## src/rtl/ioc_pkg.sv

```systemverilog
`default_nettype none
// ============================================================================
// Module      : ioc_pkg
// Description : Width helper and 1 ms divider derivation for input_conditioner.
// Revision    : 1.0
// ============================================================================
package ioc_pkg;

   // Bits needed to hold `value` distinct states; never less than one bit.
   function automatic int clog2(input int value);
      int w = 1;
      while ((64'd1 << w) < 64'(value)) begin
         w++;
      end
      return w;
   endfunction

   // Clock cycles per millisecond.
   function automatic int ms_div(input int clk_frq);
      return clk_frq / 1000;
   endfunction

endpackage
`default_nettype wire

```

## src/rtl/input_conditioner_if.sv

```systemverilog
`default_nettype none
// ============================================================================
// Module      : input_conditioner_if
// Description : Raw inputs and conditioned outputs of input_conditioner.
// Revision    : 1.0
// ============================================================================
interface input_conditioner_if #(
   parameter int C_CHANNELS = 8
);
   logic [C_CHANNELS-1:0] in;
   logic [C_CHANNELS-1:0] out;
   logic [C_CHANNELS-1:0] rise;
   logic [C_CHANNELS-1:0] fall;
   logic [C_CHANNELS-1:0] long;
   logic                  tick;
   logic                  heartbeat;

   modport master (
      output in,
      input  out, rise, fall, long, tick, heartbeat
   );

   modport slave (
      input  in,
      output out, rise, fall, long, tick, heartbeat
   );
endinterface
`default_nettype wire

```

## src/rtl/ioc_channel.sv

```systemverilog
`default_nettype none
// ============================================================================
// Module      : ioc_channel
// Description : One input: synchroniser, tick-based debounce, edge and
//               long-press pulses.
// Revision    : 1.0
// ============================================================================
module ioc_channel
   import ioc_pkg::*;
#(
   parameter int C_INTERVAL = 10,
   parameter int C_LONG_MS  = 1000
) (
   input  logic clk,
   input  logic rst,
   input  logic i_tick,
   input  logic i_in,
   output logic o_out,
   output logic o_rise,
   output logic o_fall,
   output logic o_long
);
   localparam int c_deb_w  = clog2(C_INTERVAL);
   localparam int c_long_w = clog2(C_LONG_MS + 1);
   localparam logic [c_deb_w-1:0]  c_deb_last = c_deb_w'(C_INTERVAL - 1);
   localparam logic [c_long_w-1:0] c_long_max = c_long_w'(C_LONG_MS);

   logic                sync1_q, sync1_d;
   logic                sync2_q, sync2_d;
   logic                out_q, out_d;
   logic [c_deb_w-1:0]  deb_cnt_q, deb_cnt_d;
   logic                rise_q, rise_d;
   logic                fall_q, fall_d;
   logic [c_long_w-1:0] long_cnt_q, long_cnt_d;
   logic                long_q, long_d;

   always_comb begin
      sync1_d    = i_in;
      sync2_d    = sync1_q;
      out_d      = out_q;
      deb_cnt_d  = deb_cnt_q;
      long_cnt_d = long_cnt_q;
      long_d     = 1'b0;

      // Any cycle agreeing with the current level restarts the interval.
      if (sync2_q == out_q) begin
         deb_cnt_d = '0;
      end else if (i_tick) begin
         if (deb_cnt_q == c_deb_last) begin
            out_d     = sync2_q;
            deb_cnt_d = '0;
         end else begin
            deb_cnt_d = deb_cnt_q + c_deb_w'(1);
         end
      end

      rise_d = out_d & ~out_q;
      fall_d = ~out_d & out_q;

      // Saturation at the threshold keeps a held press from re-firing.
      if (!out_q) begin
         long_cnt_d = '0;
      end else if (i_tick && (long_cnt_q != c_long_max)) begin
         long_cnt_d = long_cnt_q + c_long_w'(1);
         long_d     = (long_cnt_q == (c_long_max - c_long_w'(1)));
      end
   end

   always_ff @(posedge clk or posedge rst) begin
      if (rst) begin
         sync1_q    <= 1'b0;
         sync2_q    <= 1'b0;
         out_q      <= 1'b0;
         deb_cnt_q  <= '0;
         rise_q     <= 1'b0;
         fall_q     <= 1'b0;
         long_cnt_q <= '0;
         long_q     <= 1'b0;
      end else begin
         sync1_q    <= sync1_d;
         sync2_q    <= sync2_d;
         out_q      <= out_d;
         deb_cnt_q  <= deb_cnt_d;
         rise_q     <= rise_d;
         fall_q     <= fall_d;
         long_cnt_q <= long_cnt_d;
         long_q     <= long_d;
      end
   end

   assign o_out  = out_q;
   assign o_rise = rise_q;
   assign o_fall = fall_q;
   assign o_long = long_q;

endmodule
`default_nettype wire

```

## src/rtl/input_conditioner.sv

```systemverilog
`default_nettype none
// ============================================================================
// Module      : input_conditioner
// Description : Debounces C_CHANNELS switch inputs on a shared 1 ms tick and
//               provides edge/long-press pulses plus a heartbeat.
// Revision    : 1.0
// ============================================================================
module input_conditioner
   import ioc_pkg::*;
#(
   parameter int C_CLK_FRQ  = 100_000_000,
   parameter int C_CHANNELS = 8,
   parameter int C_INTERVAL = 10,
   parameter int C_LONG_MS  = 1000,
   parameter int C_HB_BITS  = 24
) (
   input  logic               clk,
   input  logic               rst,
   input_conditioner_if.slave bus
);
   localparam int c_presc_div = ms_div(C_CLK_FRQ);
   localparam int c_presc_w   = clog2(c_presc_div);
   localparam logic [c_presc_w-1:0] c_presc_last = c_presc_w'(c_presc_div - 1);

   logic [c_presc_w-1:0]  presc_q, presc_d;
   logic                  tick_q, tick_d;
   logic [C_HB_BITS-1:0]  hb_q, hb_d;

   logic [C_CHANNELS-1:0] chan_out;
   logic [C_CHANNELS-1:0] chan_rise;
   logic [C_CHANNELS-1:0] chan_fall;
   logic [C_CHANNELS-1:0] chan_long;

   always_comb begin
      tick_d  = (presc_q == c_presc_last);
      presc_d = tick_d ? '0 : presc_q + c_presc_w'(1);
      hb_d    = hb_q + C_HB_BITS'(1);
   end

   always_ff @(posedge clk or posedge rst) begin
      if (rst) begin
         presc_q <= '0;
         tick_q  <= 1'b0;
         hb_q    <= '0;
      end else begin
         presc_q <= presc_d;
         tick_q  <= tick_d;
         hb_q    <= hb_d;
      end
   end

   // Every channel sees the same registered tick so simultaneous presses
   // complete in the same cycle.
   for (genvar gi = 0; gi < C_CHANNELS; gi++) begin : g_channel
      ioc_channel #(
         .C_INTERVAL (C_INTERVAL),
         .C_LONG_MS  (C_LONG_MS)
      ) u_channel (
         .clk    (clk),
         .rst    (rst),
         .i_tick (tick_q),
         .i_in   (bus.in[gi]),
         .o_out  (chan_out[gi]),
         .o_rise (chan_rise[gi]),
         .o_fall (chan_fall[gi]),
         .o_long (chan_long[gi])
      );
   end

   assign bus.out       = chan_out;
   assign bus.rise      = chan_rise;
   assign bus.fall      = chan_fall;
   assign bus.long      = chan_long;
   assign bus.tick      = tick_q;
   assign bus.heartbeat = hb_q[C_HB_BITS-1];

endmodule
`default_nettype wire

```

## src/flat_wrapper.sv

```systemverilog
// flat-port wrapper written by rule: the top's interface ports become plain ports
module input_conditioner_flat import ioc_pkg::*;
#(
   parameter int C_CLK_FRQ  = 100_000_000,
   parameter int C_CHANNELS = 8,
   parameter int C_INTERVAL = 10,
   parameter int C_LONG_MS  = 1000,
   parameter int C_HB_BITS  = 24
)
  (clk, rst, bus_in, bus_out, bus_rise, bus_fall, bus_long, bus_tick, bus_heartbeat);
  input_conditioner_if #(.C_CHANNELS(C_CHANNELS)) bus_i ();
  input  logic clk;
  input  logic rst;
  input wire logic [$bits(bus_i.in)-1:0] bus_in;
  output wire logic [$bits(bus_i.out)-1:0] bus_out;
  output wire logic [$bits(bus_i.rise)-1:0] bus_rise;
  output wire logic [$bits(bus_i.fall)-1:0] bus_fall;
  output wire logic [$bits(bus_i.long)-1:0] bus_long;
  output wire logic [$bits(bus_i.tick)-1:0] bus_tick;
  output wire logic [$bits(bus_i.heartbeat)-1:0] bus_heartbeat;
  assign bus_i.in = bus_in;
  assign bus_out = bus_i.out;
  assign bus_rise = bus_i.rise;
  assign bus_fall = bus_i.fall;
  assign bus_long = bus_i.long;
  assign bus_tick = bus_i.tick;
  assign bus_heartbeat = bus_i.heartbeat;
  input_conditioner #(.C_CLK_FRQ(C_CLK_FRQ), .C_CHANNELS(C_CHANNELS), .C_INTERVAL(C_INTERVAL), .C_LONG_MS(C_LONG_MS), .C_HB_BITS(C_HB_BITS)) u_core (.clk(clk), .rst(rst), .bus(bus_i));
endmodule
```

## config.mk

```make
export PLATFORM = sky130hd
export DESIGN_NAME = input_conditioner_flat
export DESIGN_NICKNAME = d
export VERILOG_FILES = /design/src/rtl/ioc_pkg.sv /design/src/rtl/input_conditioner_if.sv /design/src/rtl/ioc_channel.sv /design/src/rtl/input_conditioner.sv /design/src/flat_wrapper.sv
export SDC_FILE = /design/constraint.sdc
export NUM_CORES = 1
export LEC_CHECK = 0
export CAP_MARGIN = 20
export CORE_AREA = 2 2 143 145
export DETAILED_ROUTE_END_ITERATION = 10
export DIE_AREA = 0 0 145 147
export GPL_ROUTABILITY_DRIVEN = 0
export PLACE_DENSITY = 0.67
export SLEW_MARGIN = 20
export SYNTH_ARGS = -nofsm -noshare
export SYNTH_HDL_FRONTEND = slang
export SYNTH_SLANG_ARGS = --single-unit
```

## constraint.sdc

```tcl
create_clock -name clk -period 11.59 [get_ports clk]
set_input_delay 2.318 -clock clk [delete_from_list [all_inputs] [get_ports clk]]
set_output_delay 2.318 -clock clk [all_outputs]
set_load 0.005 [all_outputs]
```

### Word level (Yosys, flattened, before mapping)

Cells that the tools add are included.
W data, S select, Z words.

* input bits: 10
* bits in registers: 202
* output and inout bits: 34

* bitwise logic cells: 32
* equal/unequal tests: 41
* add/sub/neg operators: 18
* muxes and demuxes: 81
* reductions and logical operators: 16

Operators by type and width (count)
* $mux W10: 16
* $mux W4: 24
* $add A10 B1 Y10 const B: 8
* $eq A10 B10 Y1 const B: 8
* $ne A10 B10 Y1 const B: 8
* $mux W1: 40
* $add A4 B1 Y4 const B: 8
* $eq A4 B4 Y1 const B: 8
* $add A24 B1 Y24 const B: 1
* $add A17 B1 Y17 const B: 1
* $eq A17 B17 Y1 const B: 1
* $mux W17: 1
* $and A1 B1 Y1: 16
* $ne A2 B1 Y1 const B: 8
* $not A1 Y1: 16
* $reduce_bool A2 Y1: 8
* $eq A1 B1 Y1: 8
* $logic_and A1 B1 Y1: 8

### Depth between registers and ports, before layout

Gate-level depths: netlist (run 1).

* depth after elaboration: 6
* depth in mapped cells: 6
* mapped depth without buffers: 6

### Cells and area by module

Synthesis (run 1) repeated with hierarchy kept, for this count alone.

* cells, all modules: 978
* area, all modules: 10104.7 um^2

By module, submodules not included
* ioc_channel: times used 8, seq. area each 500.5 um^2, cells each 102, area each 1034.7 um^2
* input_conditioner: times used 1, seq. area each 1051.0 um^2, cells each 162, area each 1826.8 um^2

### Worst setup path after synthesis (run 1)

No wires, ideal clock.

* path type: flip-flop to output port
* from: reg u_core.g_channel[2].u_channel.out_q
* to: out bus_out[2]
* cell stages (with the launch flop): 2
* path buffers: 1
* slack: 8.722 ns
* arrival time: 0.550 ns
* path through: dfrtp_1 -> buf_4

RTL lines
* from (decl): RTL line ioc_channel.sv:30 `logic out_q, out_d;`
* from (signal assigned): RTL line ioc_channel.sv:82 `out_q <= out_d;`
* to (decl): RTL line flat_wrapper.sv:15 `output wire logic [$bits(bus_i.out)-1:0] bus_out;`

No word-level cell between the ends.

### Worst setup path in the final report (run 1)

* from: reg u_core.g_channel[1].u_channel.out_q
* to: out bus_out[1]

RTL lines (RTL line)
* from (decl): ioc_channel.sv:30
* from (signal assigned): ioc_channel.sv:82

No word-level cell between the ends.

==> flow_metrics.py, run 1 <==
metrics = {
    "synthesis": {
        "yosysTopAreaCell": "dfrtp_1",
        "syn_inst": 926,
        "syn_area_um2": 9770,
        "synth_edf_count": 0,
        "ys_seq_elements": 202,
        "synthTopCellsByArea": "dfrtp_1 (52%), xnor2_1 (4.8%), ha_1 (4.4%)",
        "synth_top_area_frac": 0.518,
        "ys_seq_area_frac": 0.518,
        "async_flop_share": 1.00,
        "syn_avg_cell_area_um2": 10.5,
        "mappedNetlistNets": 970,
        "synth.distinct_cells": 52,
        "ys_warn_count": 0,
        "ys.flop_type": "dfrtp_1",
    },
    "cts": {
        "cts_sinks": 202,
        "postCtsResizedCells": 0,
        "cts_tree": "built",
        "ctsRootBufferMaster": "clkbuf_16",
        "cts_made_buffers": 23,
        "post_cts_buffers": 0,
        "cts.reportedPaths.clkPinSlew_ns": 0.06,
        "hold_buffers": 0,
        "clkLatencyLatePin_ns": 0.50,
        "clk_path_buf_depth": 3,
        "cts_max_level": 1,
    },
    "floorplan": {
        "num_io_pins": 44,
        "core.rowCount": 52,
        "die_h_um": 147,
        "initial_core_util": 0.492,
        "design.core.area_um2": 19800,
        "die_area_um2": 21300,
        "die_w_um": 145,
    },
    "critical_path": {
        "cp.arrival_ns": 1.71,
        "critical_path_class": "reg -> out",
        "max_stage_delay_ns": 0.63,
        "end_kind": "primary output",
        "cpLargestDelayFamily": "flip-flops",
        "timing.rr.end": "u_core.g_channel[4].u_channel.o_out",
        "cp_max_fo": 18,
        "r2r-start": "u_core.bus.tick",
        "worstPathRequired_ns": 9.27,
        "cp-start-kind": "flop",
        "slowest_stage": "dfrtp_1",
        "ff2ff_path_depth": 4,
        "r2r_slack_ns": 9.37,
        "crit_chain": "clkdlybuf4s50_1",
        "cp.buffers_inverters": 1,
    },
    "global_routing": {
        "grt_pass1_wl_um": 29100,
        "grt_use_total": 0.160,
        "antenna_found_initial": 0,
        "grt_max_degree": 128,
        "grt_overflow": 0,
        "grt_pass1_vias": 6370,
    },
    "power": {
        "p_per_area_nw_per_um2": 131,
        "p_leak_nw": 4.79,
        "vdd_drop_max_mv": 0.0866,
        "p_total_mw": 1.44,
    },
    "timing": {
        "setup_viol": 0,
        "tns_ns": 0,
        "worst_slew_margin_rel": 0.378,
        "fin_crit_sh": 0.348,
        "tightest_slew_ns": 0.934,
        "period_needed_ns": 4.03,
        "fmax_ghz": 0.248,
        "finalWorstSetupSlack_ns": 7.56,
        "slew_violations": 0,
        "finalHoldViolCount": 0,
        "clock_skew_ns": 0.00940,
        "grt_setup_unrepaired": "no",
    },
    "run_status": {
        "run_status": "completed",
    },
    "cells_and_area": {
        "final_net_count": 989,
        "drive_above_1_share": 0.0656,
        "diodes": 0,
        "fillers": 1703,
        "syn2layout_area_growth_pct": 12.5,
        "utilization": 0.553,
    },
    "job": {
        "maxCapViolCount": 0,
    },
    "route": {
        "post_drt_wl_per_cell_um": 13.1,
        "ant_nets": 0,
        "num_vias": 6405,
        "avgViaCountPerCell": 5.21,
        "drtIter0Drc": 275,
        "first_pass_iters": 4,
        "drc_errors": 0,
        "routed_wl_um": 16100,
    },
    "placement": {
        "pre_cts_slack_ns": 6.95,
        "dpl.hpwl_um": 10000,
        "portBuffers": 43,
    },
    "worst_hold_path": {
        "min_from": "u_core.g_channel[7].u_channel.sync1_q",
        "min_to": "u_core.g_channel[7].u_channel.sync2_q",
        "holdCritPathClass": "reg -> reg",
        "min_path_cells": 0,
    },
}
## where the power goes
part | switching (mW) | total [mW] | internal (mW)
Sequential | 0.00214 | 0.710 | 0.708
Combinational | 0.0156 | 0.0200 | 0.00443
Clock | 0.277 | 0.712 | 0.435
## placed cells by master (no fill, tap or decap), types with 32 or more instances in the layout
| cell | instances |
|---|---|
| clkdlybuf4s50_1 | 43 |
| inv_1 | 38 |
| xnor2_1 | 54 |
| nor2_1 | 32 |
| o21ai_0 | 34 |
| nand2_1 | 88 |
| xor2_1 | 48 |
| nand3_1 | 45 |
| nor3_1 | 44 |
| dfrtp_1 | 201 |
| ha_1 | 34 |
| and2_1 | 63 |
## metrics by stage
| step | area, um^2 | std cells | hold slack [ns] |
|---|---|---|---|
| after floorplan | 9770 | 926 | 0.331 |
| after global placement | 10200 | 1190 | 0.331 |
| after detailed placement | 10200 | 1190 | 0.336 |
| after CTS | 11000 | 1230 | 0.349 |
| after global routing | 11000 | 1230 | 0.355 |
| final | 11000 | 1230 | 0.347 |
## layout make-up
class	count	area [um^2]	share of cell area
clock buffer	32	649	0.0591
timing repair buffer	45	445	0.0406
multi-input combinational	633	4240	0.386
inverter	40	158	0.0144
clock inverter	8	101	0.00923
tap	270	338	0.0308
sequential	202	5060	0.460
## how the worst max path moves through the flow
stage | start | to | slack, ns | cells after the start
floorplan | rst | u_core.bus.tick | 3.76 | 1
global placement | rst | u_core.bus.tick | 6.96 | 3
detailed placement | rst | u_core.bus.tick | 6.95 | 3
CTS | rst | u_core.bus.tick | 7.51 | 3
global route | rst | u_core.bus.tick | 7.26 | 3
finish | u_core.g_channel[1].u_channel.o_out | bus_out[1] | 7.56 | 1
## Yosys cell counts, drive strengths merged, types with 2 or more instances
cell type and count:
o31ai 9, clkbuf 11, nand3b 3, dfrtp 202, nor2 33, o211ai 7, nor3b 19, nor4 8
nor2b 7, inv 40, a211oi 2, ha 34, mux2i 8, mux2 8, a21oi 17, o41ai 3
o21ai 34, nor3 44, nand2 89, and2 63, nand4b 7, and3 7, or3 15, nand3 45
xnor2 54, nand4 31, a21boi 17, o21bai 2, buf 40, and4 6, and3b 4, xor2 48
nand2b 2
## per-layer routing
layer	share of wire	global-route usage
met2	0.47	0.272
met4	0.018	0.0495
met1	0.48	0.212
met5	0	0
met3	0.033	0.0258
## kinds of logic (layout without fill, tap and decap cells)
family | after synthesis | after routing | share of synthesized area
and+or+nand+nor | 388 | 388 | 0.219
xor gates and xnor gates | 102 | 102 | 0.0915
adders and majority gates | 34 | 34 | 0.0436
muxes | 16 | 16 | 0.0174
AOI/OAI and AO/OA | 93 | 93 | 0.0617
buffers and inverters | 91 | 125 | 0.0488
DFF | 202 | 202 | 0.518
## registers in the layout, indices dropped and copies added, names as in the netlist
register	cells
u_core.g_channel.u_channel.sync1_q	8
u_core.g_channel.u_channel.sync2_q	8
u_core.g_channel.u_channel.o_out	8
u_core.g_channel.u_channel.o_fall	8
u_core.bus.tick	1
u_core.hb_q	24
u_core.presc_q	17
u_core.g_channel.u_channel.long_cnt_q	80
u_core.g_channel.u_channel.deb_cnt_q	32
u_core.g_channel.u_channel.o_rise	8
u_core.g_channel.u_channel.o_long	8
No activity file was read; power rests on OpenSTA's default activity.
==> run 2: changes to the inputs <==
PLACE_DENSITY = 0.7   (was 0.67)
clock period = 3.5 ns   (was 11.59 ns; I/O delays follow)
==> run 2 against run 1 <==
Effect of this change: cell count up 0.49%; clock-buffer cell count down 2; sequential cell count unchanged; sequential power rose to 3.3 times the previous value; routed wire length up 1.4%; largest cell class unchanged; largest power group unchanged; highest routed layer unchanged.
==> flow_metrics.py, run 2 (synthesis gave the netlist of run 1 again) <==
metrics = {
    "critical_path": {
        "cp.arrival_ns": 1.82,
        "crit_chain": "clkdlybuf4s50_1",
        "worstPathRequired_ns": 2.80,
        "cp_max_fo": 26,
        "end_kind": "primary output",
        "cp.buffers_inverters": 1,
        "cpLargestDelayFamily": "flip-flops",
        "slowest_stage": "dfrtp_2",
        "max_stage_delay_ns": 0.70,
        "critical_path_class": "reg -> out",
        "cp-start-kind": "flop",
    },
    "cells_and_area": {
        "layout_common_cells": "dfrtp_1 (201), nand2_1 (88), and2_1 (63)",
        "fillers": 1693,
        "final_cell_area_um2": 11100,
        "layout_commonest_cell": "dfrtp_1",
        "largestRegisters": "u_core.g_channel.u_channel.long_cnt_q (80), u_core.g_channel.u_channel.deb_cnt_q (32), u_core.hb_q (24)",
        "drive_above_1_share": 0.0735,
        "syn2layout_area_growth_pct": 13.8,
        "final_net_count": 993,
        "largest_reg_flops": 80,
        "regMostFlops": "u_core.g_channel.u_channel.long_cnt_q",
        "diodes": 0,
        "stdcell_count": 1236,
    },
    "global_routing": {
        "grt_use_total": 0.160,
        "grt_pass1_wl_um": 29100,
        "antenna_found_initial": 0,
        "grt_pass1_vias": 6214,
        "grt_max_degree": 63,
        "grt_overflow": 0,
    },
    "route": {
        "post_drt_wl_per_cell_um": 13.2,
        "first_pass_iters": 4,
        "drtIter0Drc": 323,
        "drc_errors": 0,
        "num_vias": 6408,
        "routed_wl_um": 16400,
        "ant_nets": 0,
        "avgViaCountPerCell": 5.18,
    },
    "timing": {
        "tightest_slew_ns": 0.564,
        "period_needed_ns": 2.52,
        "clock_skew_ns": 0.0135,
        "tns_ns": 0,
        "finalWorstSetupSlack_ns": 0.981,
        "worst_slew_margin_rel": 0.623,
        "fmax_ghz": 0.397,
        "slew_violations": 0,
        "finalHoldViolCount": 0,
        "grt_setup_unrepaired": "no",
        "fin_crit_sh": 0.720,
        "setup_viol": 0,
    },
    "cts": {
        "cts_max_level": 1,
        "cts.reportedPaths.clkPinSlew_ns": 0.06,
        "post_cts_buffers": 0,
        "postCtsResizedCells": 0,
        "ctsRootBufferMaster": "clkbuf_16",
        "hold_buffers": 0,
        "cts_tree": "built",
        "clk_path_buf_depth": 3,
        "cts_sinks": 202,
        "clkLatencyLatePin_ns": 0.50,
        "cts_made_buffers": 23,
    },
    "placement": {
        "dpl.cell_count": 1194,
        "portBuffers": 43,
        "pre_cts_slack_ns": 1.47,
        "dpl.hpwl_um": 10900,
        "dpl-instance-area_um2": 10300,
    },
    "power": {
        "p_per_area_nw_per_um2": 446,
        "vdd_drop_max_mv": 0.319,
        "p_leak_nw": 4.85,
    },
    "floorplan": {
        "core.rowCount": 52,
        "die_area_um2": 21300,
        "num_io_pins": 44,
        "die_w_um": 145,
        "design.core.area_um2": 19800,
        "initial_core_util": 0.492,
        "die_h_um": 147,
    },
    "job": {
        "maxCapViolCount": 0,
    },
    "worst_hold_path": {
        "holdCritPathClass": "reg -> reg",
    },
    "run_status": {
        "run_status": "completed",
    },
}
==> run 2: path summary, 6_finish.rpt <==
check                                                            from                                           to  slack, ns  cells past startpoint
min in group asynchronous                                         rst          u_core.g_channel[3].u_channel.o_out       0.61                      2
worst min register to register  u_core.g_channel[0].u_channel.sync1_q        u_core.g_channel[0].u_channel.sync2_q       0.35                      0
worst max register to register                        u_core.bus.tick   u_core.g_channel[0].u_channel.deb_cnt_q[2]       1.52                      4
max in group asynchronous                                         rst  u_core.g_channel[2].u_channel.long_cnt_q[2]       2.14                      3
worst max-delay path                                  u_core.bus.tick                                     bus_tick       0.98                      1
worst min-delay path            u_core.g_channel[0].u_channel.sync1_q        u_core.g_channel[0].u_channel.sync2_q       0.35                      0
==> run 2: power breakdown <==
group	leakage (nW)	internal (mW)	total, mW	switching, mW
clock network	0.394	1.59	2.53	0.938
logic	1.70	0.0213	0.0738	0.0525
registers	2.76	2.35	2.35	0.00747
total	4.85	3.96	4.96	0.998
==> run 2: final cells by class <==
cell class	count	area (um^2)	share of cell area
multi-input combinational	633	4240	0.381
clock inverter	12	175	0.0158
clock buffer	30	642	0.0578
sequential	202	5060	0.455
inverter	40	154	0.0138
timing repair buffer	49	513	0.0462
tap	270	338	0.0304
==> run 2: per-layer routing <==
layer	part of all wire	track usage	vias to the layer above
met5	0	0	-
met4	0.016	0.0401	0
met2	0.47	0.264	86
met1	0.47	0.221	3115
li1	-	-	3188
met3	0.039	0.0273	19
==> run 2: stage by stage <==
stage / utilization / hold slack (ns) / power, mW
after global placement: 0.519 / 0.335 / 2.47
after global routing: 0.560 / 0.356 / 5.18
final: 0.560 / 0.348 / 4.96
after CTS: 0.560 / 0.349 / 5.05
after detailed placement: 0.519 / 0.336 / 2.47
after floorplan: - / 0.331 / 2.44
==> run 3: changes to the inputs <==
clock period = 2.1 ns   (was 3.5 ns; I/O delays follow)
==> run 3 against run 2 <==
Effect of this change: register-to-register slack worse by 1.1 ns; critical path depth stayed put; largest cell class unchanged; clock skew is 0.0016 ns lower; clock power is 67% higher; die area stayed put; via count is 0.84% higher; largest power group unchanged; clock-buffer cell count is 1 higher; core utilization is 0.65 points higher; sequential power is 67% higher.
==> flow_metrics.py, run 3 (synthesis gave the netlist of run 1 again) <==
metrics = {
    "power": {
        "p_per_area_nw_per_um2": 736,
        "vdd_drop_max_mv": 0.552,
        "p_comb_frac": 0.016,
        "swShare": 0.206,
        "p_total_mw": 8.28,
        "internal-power_mw": 6.57,
        "p_seq_frac": 0.474,
        "p_clk_frac": 0.510,
        "power_switching_mw": 1.71,
        "p_leak_nw": 4.93,
    },
    "cts": {
        "clk_path_buf_depth": 3,
        "cts_made_buffers": 24,
        "cts.reportedPaths.clkPinSlew_ns": 0.06,
        "ctsRootBufferMaster": "clkbuf_16",
        "hold_buffers": 0,
        "cts_sinks": 202,
        "cts_tree": "built",
        "cts_max_level": 1,
        "post_cts_buffers": 0,
        "postCtsResizedCells": 2,
        "clkLatencyLatePin_ns": 0.51,
    },
    "job": {
        "maxCapViolCount": 0,
    },
    "cells_and_area": {
        "largestRegisters": "u_core.g_channel.u_channel.long_cnt_q (80), u_core.g_channel.u_channel.deb_cnt_q (32), u_core.hb_q (24)",
        "utilization": 0.567,
        "regMostFlops": "u_core.g_channel.u_channel.long_cnt_q",
        "layout_common_cells": "dfrtp_1 (200), nand2_1 (88), and2_1 (63)",
        "final_net_count": 1007,
        "syn2layout_area_growth_pct": 15.1,
        "largest_reg_flops": 80,
        "final_cell_area_um2": 11200,
        "layout_commonest_cell": "dfrtp_1",
        "diodes": 0,
        "drive_above_1_share": 0.0877,
    },
    "timing": {
        "worst_slew_margin_rel": 0.673,
        "fmax_ghz": 0.487,
        "finalHoldViolCount": 0,
        "tns_ns": 0,
        "clock_skew_ns": 0.0119,
        "holdWs_ns": 0.344,
        "slew_violations": 0,
        "setup_viol": 0,
        "fin_crit_sh": 0.977,
        "period_needed_ns": 2.05,
        "grt_setup_unrepaired": "no",
        "tightest_slew_ns": 0.486,
    },
    "critical_path": {
        "cp.buffers_inverters": 1,
        "cp_max_fo": 18,
        "worstPathRequired_ns": 1.68,
        "crit_chain": "clkdlybuf4s50_1",
        "cpLargestDelayFamily": "flip-flops",
        "cp-start-kind": "flop",
        "cp.arrival_ns": 1.63,
        "slowest_stage": "dfrtp_4",
        "end_kind": "primary output",
        "critical_path_class": "reg -> out",
        "max_stage_delay_ns": 0.56,
    },
    "route": {
        "drc_errors": 0,
        "avgViaCountPerCell": 5.17,
        "first_pass_iters": 4,
        "post_drt_wl_per_cell_um": 13.4,
        "routed_wl_um": 16700,
        "ant_nets": 0,
        "drtIter0Drc": 384,
        "num_vias": 6462,
    },
    "floorplan": {
        "core.rowCount": 52,
        "initial_core_util": 0.492,
        "die_w_um": 145,
        "design.core.area_um2": 19800,
        "num_io_pins": 44,
        "die_h_um": 147,
        "die_area_um2": 21300,
    },
    "placement": {
        "portBuffers": 43,
        "dpl.hpwl_um": 11100,
        "dpl-instance-area_um2": 10400,
    },
    "worst_hold_path": {
        "holdCritPathClass": "in -> reg",
    },
    "global_routing": {
        "grt_pass1_vias": 6388,
        "grt_pass1_wl_um": 29900,
        "grt_overflow": 0,
        "grt_use_total": 0.163,
        "grt_max_degree": 53,
        "antenna_found_initial": 0,
    },
    "run_status": {
        "run_status": "completed",
    },
}
==> run 3: changes by cell type in the layout (fill, tap and decap cells not counted) <==
cell,delta
buf_4,+11
clkinv_2,+3
buf_12,+2
clkbuf_16,+2
clkbuf_8,-2
inv_6,-2
bufinv_16,-1
clkbuf_1,+1
clkinv_4,+1
dfrtp_1,-1
dfrtp_4,+1
==> run 3: per-layer routing <==
metal,vias to the layer above,wire [um],GRT usage
met4,0,340,0.0485
met2,86,7630,0.258
met3,31,597,0.0283
li1,3229,-,-
met5,-,0,0
met1,3116,8160,0.232
==> run 3: final cells by class <==
class	count	area [um^2]
well taps	270	338
clock inverters	13	151
flip-flops and latches	202	5060
repair buffers	62	636
fillers	1649	8600
inverters	40	154
clock buffers	31	668
multi-input cells	633	4240
==> run 3: worst reg2reg max path: cells and delay by family, from the launching register on <==
family	cells	cell delay, ns
XOR/XNOR	1	0.10
buffers and inverters	1	0.24
flip-flops	1	0.56
AND/OR/NAND/NOR	3	0.70
==> run 3: worst paths after layout <==
path / startpoint / endpoint / slack [ns] / cells past startpoint
hold reg to reg: u_core.g_channel[4].u_channel.sync1_q / u_core.g_channel[4].u_channel.sync2_q / 0.35 / 0
setup / recovery: u_core.bus.tick / bus_tick / 0.05 / 1
min in group asynchronous: rst / u_core.g_channel[3].u_channel.o_rise / 0.40 / 3
setup reg to reg: u_core.bus.tick / u_core.g_channel[5].u_channel.long_cnt_q[9] / 0.38 / 5
hold / removal: bus_in[7] / u_core.g_channel[7].u_channel.sync1_q / 0.34 / 1
max in group asynchronous: rst / u_core.g_channel[5].u_channel.long_cnt_q[6] / 1.22 / 4
==> run 3: per-stage QoR <==
| stage | worst slack, ns | instances |
|---|---|---|
| global route | 0.00450 | 1251 |
| CTS | 0.0237 | 1251 |
| finish | 0.0485 | 1251 |
| detailed placement | 0.318 | 1207 |
| global placement | 0.381 | 1207 |
| floorplan | -0.936 | 926 |
==> run 3: power by group through the flow <==
| stage | clock network [mW] | registers [mW] | logic, mW |
|---|---|---|---|
| after floorplan | 0 | 3.99 | 0.0723 |
| after global placement | 0 | 3.99 | 0.141 |
| after detailed placement | 0 | 3.99 | 0.141 |
| after CTS | 4.34 | 3.92 | 0.142 |
| after global routing | 4.52 | 3.92 | 0.157 |
| final | 4.22 | 3.92 | 0.133 |
